## src/rtl/ula_ctrl_seq.sv

```systemverilog
// ula_ctrl_seq: registered ALU-control decoder with mult/div busy/done sequencing.
// Decodes opULA/opcode/funct into an ALU control code, holds it in a register,
// and keeps the pipeline stalled while a multi-cycle mult/div is in flight.
module ula_ctrl_seq #(
  parameter int unsigned CTRL_W  = 6,
  parameter int unsigned MUL_LAT = 4,
  parameter int unsigned DIV_LAT = 8
) (
  input  logic              clk,
  input  logic              rst_n,
  input  logic              valid_in,
  input  logic [5:0]        opcode,
  input  logic [5:0]        funct,
  input  logic [1:0]        opULA,
  output logic              ready,
  output logic [CTRL_W-1:0] controle,
  output logic              ctrl_valid,
  output logic              busy,
  output logic              done,
  output logic              illegal
);

  localparam int unsigned MAX_LAT = (MUL_LAT > DIV_LAT) ? MUL_LAT : DIV_LAT;
  localparam int unsigned CNT_W   = (MAX_LAT > 1) ? $clog2(MAX_LAT) : 1;
  localparam int unsigned CODE_W  = 6;

  localparam logic [CNT_W-1:0]  MUL_LOAD  = CNT_W'(MUL_LAT - 1);
  localparam logic [CNT_W-1:0]  DIV_LOAD  = CNT_W'(DIV_LAT - 1);
  localparam logic              MUL_ONE   = (MUL_LAT == 1);
  localparam logic              DIV_ONE   = (DIV_LAT == 1);
  localparam logic [CODE_W-1:0] CODE_MUL  = CODE_W'(2);
  localparam logic [CODE_W-1:0] CODE_DIV  = CODE_W'(3);

  typedef enum logic [0:0] {
    S_IDLE   = 1'b0,
    S_MULDIV = 1'b1
  } state_t;

  state_t              r_state;
  logic [CNT_W-1:0]    r_cnt;
  logic [CTRL_W-1:0]   r_controle;
  logic                r_ctrl_valid;
  logic                r_busy;
  logic                r_done;
  logic                r_illegal;

  logic                w_legal;
  logic [CODE_W-1:0]   w_code;
  logic                w_ready;
  logic                w_accept;

  // Handshake: a finishing mult/div frees the slot in its last busy cycle
  assign w_ready  = !r_busy || r_done;
  assign w_accept = valid_in && w_ready;

  assign ready      = w_ready;
  assign controle   = r_controle;
  assign ctrl_valid = r_ctrl_valid;
  assign busy       = r_busy;
  assign done       = r_done;
  assign illegal    = r_illegal;

  // Decode: opULA override, then R-type funct, then opcode table
  always_comb begin
    w_legal = 1'b1;
    w_code  = '0;
    case (opULA)
      2'b01: w_code = CODE_W'(0);
      2'b10: w_code = CODE_W'(33);
      2'b11: w_code = CODE_W'(31);
      default: begin
        if (opcode == 6'b000000) begin
          case (funct)
            6'b000000: w_code = CODE_W'(0);
            6'b000001: w_code = CODE_W'(1);
            6'b000010: w_code = CODE_W'(2);
            6'b000011: w_code = CODE_W'(3);
            6'b100000: w_code = CODE_W'(4);
            6'b100001: w_code = CODE_W'(5);
            6'b100010: w_code = CODE_W'(6);
            6'b100011: w_code = CODE_W'(7);
            6'b110000: w_code = CODE_W'(12);
            6'b110001: w_code = CODE_W'(11);
            default:   w_legal = 1'b0;
          endcase
        end else begin
          case (opcode)
            6'b000001: w_code = CODE_W'(0);
            6'b000010: w_code = CODE_W'(1);
            6'b000011: w_code = CODE_W'(3);
            6'b000100: w_code = CODE_W'(2);
            6'b001001: w_code = CODE_W'(7);
            6'b001010: w_code = CODE_W'(5);
            6'b001011: w_code = CODE_W'(4);
            6'b010000: w_code = CODE_W'(13);
            6'b011100: w_code = CODE_W'(12);
            6'b011110: w_code = CODE_W'(11);
            6'b100000: w_code = CODE_W'(13);
            6'b110000: w_code = CODE_W'(8);
            6'b111000: w_code = CODE_W'(9);
            default:   w_legal = 1'b0;
          endcase
        end
      end
    endcase
  end

  // Control register, pulses and mult/div sequencer; an accept overrides countdown results
  always_ff @(posedge clk or negedge rst_n) begin
    if (!rst_n) begin
      r_state      <= S_IDLE;
      r_cnt        <= '0;
      r_controle   <= '0;
      r_ctrl_valid <= 1'b0;
      r_busy       <= 1'b0;
      r_done       <= 1'b0;
      r_illegal    <= 1'b0;
    end else begin
      r_ctrl_valid <= 1'b0;
      r_illegal    <= 1'b0;

      case (r_state)
        S_MULDIV: begin
          if (r_cnt != '0) begin
            r_cnt  <= r_cnt - CNT_W'(1);
            r_done <= (r_cnt == CNT_W'(1));
          end else begin
            r_state <= S_IDLE;
            r_busy  <= 1'b0;
            r_done  <= 1'b0;
          end
        end
        default: begin
          r_state <= S_IDLE;
        end
      endcase

      if (w_accept) begin
        if (w_legal) begin
          r_controle   <= CTRL_W'(w_code);
          r_ctrl_valid <= 1'b1;
          if (w_code == CODE_MUL) begin
            r_state <= S_MULDIV;
            r_cnt   <= MUL_LOAD;
            r_busy  <= 1'b1;
            r_done  <= MUL_ONE;
          end else if (w_code == CODE_DIV) begin
            r_state <= S_MULDIV;
            r_cnt   <= DIV_LOAD;
            r_busy  <= 1'b1;
            r_done  <= DIV_ONE;
          end
        end else begin
          r_illegal <= 1'b1;
        end
      end
    end
  end

endmodule
```

## config.mk

```make
export PLATFORM = sky130hd
export DESIGN_NAME = ula_ctrl_seq
export DESIGN_NICKNAME = d
export VERILOG_FILES = /design/src/rtl/ula_ctrl_seq.sv
export SDC_FILE = /design/constraint.sdc
export NUM_CORES = 1
export LEC_CHECK = 0
export CORE_ASPECT_RATIO = 1.5
export CORE_MARGIN = 2
export CORE_UTILIZATION = 43
export CTS_CLUSTER_SIZE = 14
export DETAILED_ROUTE_END_ITERATION = 8
export GPL_ROUTABILITY_DRIVEN = 0
export PLACE_DENSITY = 0.73
export SYNTH_ARGS = -nofsm -noshare
export SYNTH_HDL_FRONTEND = slang
export SYNTH_SLANG_ARGS = --single-unit
```

## constraint.sdc

```tcl
create_clock -name clk -period 1.4 [get_ports clk]
set_clock_uncertainty 0.1 [all_clocks]
set_input_delay 0.35 -clock clk [delete_from_list [all_inputs] [get_ports clk]]
set_output_delay 0.35 -clock clk [all_outputs]
set_load 0.02 [all_outputs]
```

==> results of run 1 <==
## power by group
group | switching (mW) | internal, mW
clock | 0.130 | 0.158
sequential | 0.0253 | 0.453
combinational | 0.281 | 0.292
total | 0.437 | 0.903
## synthesized netlist by cell type (3+ instances only)
cell type	instances	area (sq um)
mux2_4	3	45.0
a21oi_2	3	26.3
dfrtp_1	14	350
inv_1	9	33.8
xnor2_1	3	26.3
clkbuf_1	4	15.0
nand2b_1	5	31.3
ha_1	4	50.1
nand2_1	15	56.3
mux2i_1	3	30.0
o32ai_1	3	26.3
nor2_1	5	18.8
o21ai_0	4	20.0
nand3b_1	3	22.5
## registers in the layout, indices dropped and copies added, names as in the netlist
| signal | flops |
|---|---|
| busy | 1 |
| controle | 6 |
| ctrl_valid | 1 |
| done | 1 |
| illegal | 1 |
| r_cnt | 3 |
| r_state | 1 |
## logic make-up after synthesis
logic type / Yosys count / synth area share (%)
and+or+nand+nor: 49 / 26.0
AOI/OAI and AO/OA: 28 / 20.0
buffers and inverters: 17 / 7.52
DFF: 14 / 32.4
muxes: 6 / 6.94
adders and majority gates: 4 / 4.63
xor gates and xnor gates: 3 / 2.43
## per-stage QoR
step           util (%)  setup TNS (ns)
2_1_floorplan         -           -4.49
3_3_place_gp       66.4          -13.59
3_5_place_dp       66.4          -15.02
4_1_cts            71.9           -2.79
5_1_grt            72.0           -3.36
6_report           72.0           -2.56
## metal layers
layer  global-route usage [%]  vias up  share of wire [%]
li1                         -      553                  -
met1                     21.4      544                 34
met2                     44.6       20                 60
met3                     1.37        6                2.3
met4                     13.6        0                3.0
met5                        0        -                  0
## placed cells by master (no fill, tap or decap), types with 3 or more instances in the layout
cell type       n
buf_4          37
nand2_1        11
nand2_2         4
inv_1           7
dfrtp_1        14
nand3b_1        3
buf_6           6
buf_2          10
nand2b_1        3
clkbuf_2        7
a21oi_2         4
clkbuf_4        3
mux2i_1         3
ha_1            4
dlygate4sd2_1   3
mux2_4          3
nor2_1          4
o21ai_0         4
## worst max-delay path, cell delays in order
cell and delay (ns):
buf_12 0.11, or4b_4 0.53, o21ai_2 0.08, a22oi_2 0.07, a21oi_2 0.17, nand3_2 0.14
mux2_4 0.33
## worst paths after layout
check	to	slack [ns]	depth (start not counted)
max	r_cnt[2]	-0.32	7
min	illegal	0.28	2
max reg2reg	r_cnt[2]	-0.19	6
min reg2reg	r_cnt[1]	0.42	2
max in group asynchronous	r_cnt[1]	0.75	2
min in group clk	illegal	0.41	3
## cell type report
class                   count  area [sq um]
multi-input cells          90           783
fillers                   189           679
repair buffers             67           509
flip-flops and latches     14           350
clock buffers               4          36.3
inverters                   9          33.8
well taps                  24          30.0
## timing repair
action,4_1_cts,5_1_grt
pin swaps,19,8
endpoints found under the setup margin,25,24
resized for setup,90,37
setup buffers,5,0
==> impl_results.md, run 1 <==
- CP Launch Type: input port
- Initial DRT Pass Iterations: 4
- Leakage power: 0.849 nW
- Share of layout cells above drive strength 1: 57.1%
- Clk sink count: 14
- First-pass GRT wire length: 4950 um
- VDD IR-drop max: 0.000343 V
- Initial antenna violation count: 0
- Routed wire length: 3100 um
- Synthesized area per cell: 8.93 sq um
- Post-synth EDFFs: 0
- Syn. warnings: 0
- Setup WS pre-CTS: -1.24 ns
- DRC viols: 0
- Critical path startpoint: opcode[3]
- Ys async rst share: 100%
- Gr ovfl total: 0
- Post-DP Area: 1610 sq um
- Fin crit period: 1.72 ns
- Status: finished, violations left
- WHS: 0.280 ns
- Core box area: 2420 sq um
- CTS Root Cell: clkbuf_4
- Drt via density: 5.40
- Bufs on Longest Clock Path: 2
- Rel. slew slack: 75.0%
- P&R area growth vs syn: 61.2%
- Crit Path Category: input port to flop
- Sequential fraction of the synthesis area: 32.4%
- Clock Latency Late Sink: 0.28 ns
- Main synth FF type: dfrtp_1
- Routed Antenna Nets: 0
- Drt first-iter violations: 35
- Setup Viol. Count Final: 14
- Ant diodes: 0
- Fmax: 581 MHz
- Via Count: 1123
- Post-synth cell types: 46
- Crit Path Max Fanout: 7
- TritonCTS Buffers: 3
- Port buffer count: 27
- Fin nets: 206
- Net count after synthesis: 142
- Std cell rows: 22
- Final HPWL DP: 2350 um
- Cells after DPL: 199
- Cell Area, Synth: 1080 sq um
- Htree depth: 1
- Slew Limit Fails: 0
- Total power: 1.34 mW
- DIE WIDTH: 44.9 um
- Largest net degree at the start of global routing: 15
- RSZ-0062 raised after global routing: yes
- RR Startpoint: busy
- Flops & latches, synth: 14
- Hold buffer count at cts: 0
- Clk slew on worst S/H paths: 0.08 ns
- Period Utilization, post-route: 123%
- Worst setup EP type: flop
- Starting density of the core: 44.6%
- Failing checks: negative setup slack
- Fin. Hold Viols: 0
- CTS tree: done
- Design area: 1740 sq um
- Req. time, crit path: 1.47 ns
- Final setup margin: -0.322 ns
- Hold crit path type: input port to async pin
- Cells after synthesis: 121
- Max_cap viols: 0
- Tightest Pin Transition: 0.374 ns
- Die Area: 2940 sq um
- PwrDens: 769 nW/um^2
- Critical path arrival: 1.79 ns
- WL/cell: 14.9 um
- Post-route insts no fill: 208
- Vias in the first global route: 1180
- Die Span Y: 65.4 um
- Io pins: 28
- GR Util All Layers: 22.9%
No activity file was read; power rests on OpenSTA's default activity.
==> run 2, diff against run 1 <==
--- a/config.mk
+++ b/config.mk
@@ -6,7 +6,6 @@
 export NUM_CORES = 1
 export LEC_CHECK = 0
 export CORE_ASPECT_RATIO = 1.5
-export CORE_MARGIN = 2
 export CORE_UTILIZATION = 43
 export CTS_CLUSTER_SIZE = 14
 export DETAILED_ROUTE_END_ITERATION = 8
==> impl_results.md, run 2 (synthesized netlist as in run 1, its figures left out) <==
- Status: finished, violations left
- Failing checks: negative setup slack
- P&R area growth vs syn: 61.6%
- Die Span Y: 63.4 um (-3.1%)
- Period Utilization, post-route: 124% (+0.95 points)
- Starting density of the core: 46.8% (+2.1 points)
- Std cell rows: 21 (-4.5%)
- TritonCTS Buffers: 3 (unchanged)
- GR Util All Layers: 24.6% (+1.7 points)
- Initial DRT Pass Iterations: 4 (unchanged)
- Gr ovfl total: 0 (unchanged)
- CTS Root Cell: clkbuf_4
- Fin crit period: 1.74 ns (+0.0133 ns)
- CTS tree: done
- Core box area: 2310 sq um (-4.5%)
- Seq pwr share: 37.5% (+1.8 points)
- Slowest stage cell on the critical path: or4b_1
- Setup TNS Final: -2.84 ns (-0.275 ns)
- Post-route insts no fill: 210 (+0.96%)
- Routed Antenna Nets: 0 (unchanged)
- PwrDens: 733 nW/um^2 (-4.7%)
- Tightest Pin Transition: 0.427 ns (+0.0527 ns)
- VDD IR-drop max: 0.000385 V (+12%)
- Worst setup EP type: flop
- Hold crit path type: input port to async pin
- Fin. Hold Viols: 0 (unchanged)
- Bufs on Longest Clock Path: 2 (unchanged)
- Max reg flops: 6 (unchanged)
- Crit Path Category: input port to flop
- Rel. slew slack: 71.2% (-3.9 points)
- Share of layout cells above drive strength 1: 49.7% (-7.3 points)
- Port buffer count: 27 (unchanged)
- Post-DP Area: 1620 sq um (+0.86%)
- Cells after DPL: 200 (+0.50%)
- WL/cell: 15.4 um (+3.0%)
- CP Launch Type: input port
- Vias in the first global route: 1219 (+3.3%)
- Ant diodes: 0 (unchanged)
- Die Area: 2720 sq um (-7.4%)
- Hold buffer count at cts: 0 (unchanged)
- Routed wire length: 3230 um (+4.0%)
- Clock Latency Late Sink: 0.29 ns (about the same)
- Req. time, crit path: 1.48 ns (about the same)
- Drt via density: 5.75 (+6.5%)
- Max_cap viols: 0 (unchanged)
- Setup Viol. Count Final: 14 (unchanged)
- Fmax: 576 MHz (-0.77%)
- Drt first-iter violations: 34 (-2.9%)
- RSZ-0062 raised after global routing: yes
- Design area: 1750 sq um (+0.22%)
- Slew Limit Fails: 0 (unchanged)
- Final setup margin: -0.335 ns (-0.0133 ns)
- Most frequent cells in the layout: buf_4, dfrtp_1, nand2_1
- Total internal power: 0.843 mW (-6.6%)
- Logic gate share of total power: 44.2% (+1.4 points)
- Initial antenna violation count: 0 (unchanged)
- Clock share of power: 18.2% (-3.3 points)
- CP cell instances: buf_12 -> or4b_1 -> o21ai_1 -> a22oi_1 -> a21oi_2 -> nand3_2 -> mux2_4
- Crit Path Max Fanout: 5 (-2)
- Htree depth: 1 (unchanged)
- Most common cell after layout, fill and taps aside: buf_4
- First-pass GRT wire length: 5130 um (+3.6%)
- Post-layout util: 75.5% (+3.6 points)
- Leakage power: 0.836 nW (-1.5%)
- Final HPWL DP: 2380 um (+1.2%)
- Slowest stage delay, CP: 0.51 ns (-0.02 ns)
- DRC viols: 0 (unchanged)
- Via Count: 1207 (+7.5%)
- Sw Share: 34.1% (+1.5 points)
- Reported net switching power: 0.437 mW (about the same)
- Critical path arrival: 1.82 ns (+0.03 ns)
- Fin nets: 210 (+1.9%)
- Clk sink count: 14 (unchanged)
- DIE WIDTH: 42.9 um (-4.5%)
- Clk slew on worst S/H paths: 0.08 ns (about the same)
- Largest net degree at the start of global routing: 15 (unchanged)
- Io pins: 28 (unchanged)
## run 2: cell count changes in the layout (fill, tap and decap cells not counted), sizes merged
cell	before	now
dlymetal6s2s	1	0
clkdlybuf4s15	0	7
buf	54	58
clkbuf	11	4
## run 2: power by group through the flow
| stage | sequential [mW] | clock (mW) | combinational (mW) |
|---|---|---|---|
| 5_1_grt | 0.488 | 0.249 | 0.611 |
| 2_1_floorplan | 0.532 | 0 | 0.224 |
| 3_3_place_gp | 0.485 | 0 | 0.528 |
| 3_5_place_dp | 0.489 | 0 | 0.551 |
| 6_report | 0.480 | 0.233 | 0.566 |
| 4_1_cts | 0.482 | 0.236 | 0.554 |
## run 2: layout make-up
class,instances,area (sq um)
Multi-Input combinational cell,90,723
Timing Repair Buffer,71,588
Fill cell,176,566
Sequential cell,14,350
Inverter,9,33.8
Tap cell,23,28.8
Clock buffer,3,22.5
## run 2: path summary, 6_finish.rpt
path	from	depth (start not counted)	slack, ns	end
hold / removal	rst_n	2	0.27	r_state
max in group asynchronous	rst_n	2	0.76	controle[2]
setup / recovery	opcode[2]	7	-0.34	r_cnt[2]
min in group clk	controle[4]	1	0.40	controle[4]
setup reg to reg	r_cnt[0]	6	-0.10	r_cnt[0]
hold reg to reg	controle[4]	1	0.40	controle[4]
## run 2: critical path: cells and delay by family
kind / cells / cell delay [ns]
buffers and inverters: 1 / 0.11
and+or+nand+nor: 2 / 0.62
AOI/OAI and AO/OA: 3 / 0.44
muxes: 1 / 0.30
## run 2: through the flow
step	hold WS [ns]	setup WS (ns)	power, mW
after floorplan	-0.0456	-0.532	0.755
after global placement	0.377	-1.10	1.01
after detailed placement	0.382	-1.17	1.04
after CTS	0.271	-0.246	1.27
after global routing	0.273	-0.420	1.35
final	0.265	-0.335	1.28
## run 2: what timing repair did
item,in CTS,in global routing
setup buffers,4,3
gates resized for setup,95,25
endpoints found under the setup margin,25,21
pin swaps,16,6
## run 2: per-layer routing
metal  global-route usage [%]  vias up  share of wire [%]
li1                         -      562                  -
met1                     21.9      568                 34
met2                     48.7       55                 57
met3                     1.43       22                3.5
met4                     16.7        0                5.9
met5                        0        -                  0
==> run 3, diff against run 2 <==
--- a/config.mk
+++ b/config.mk
@@ -7,7 +7,6 @@
 export LEC_CHECK = 0
 export CORE_ASPECT_RATIO = 1.5
 export CORE_UTILIZATION = 43
-export CTS_CLUSTER_SIZE = 14
 export DETAILED_ROUTE_END_ITERATION = 8
 export GPL_ROUTABILITY_DRIVEN = 0
 export PLACE_DENSITY = 0.73
==> results of run 3 <==
The final DEF is identical to that of run 2; final timing and power are the same.
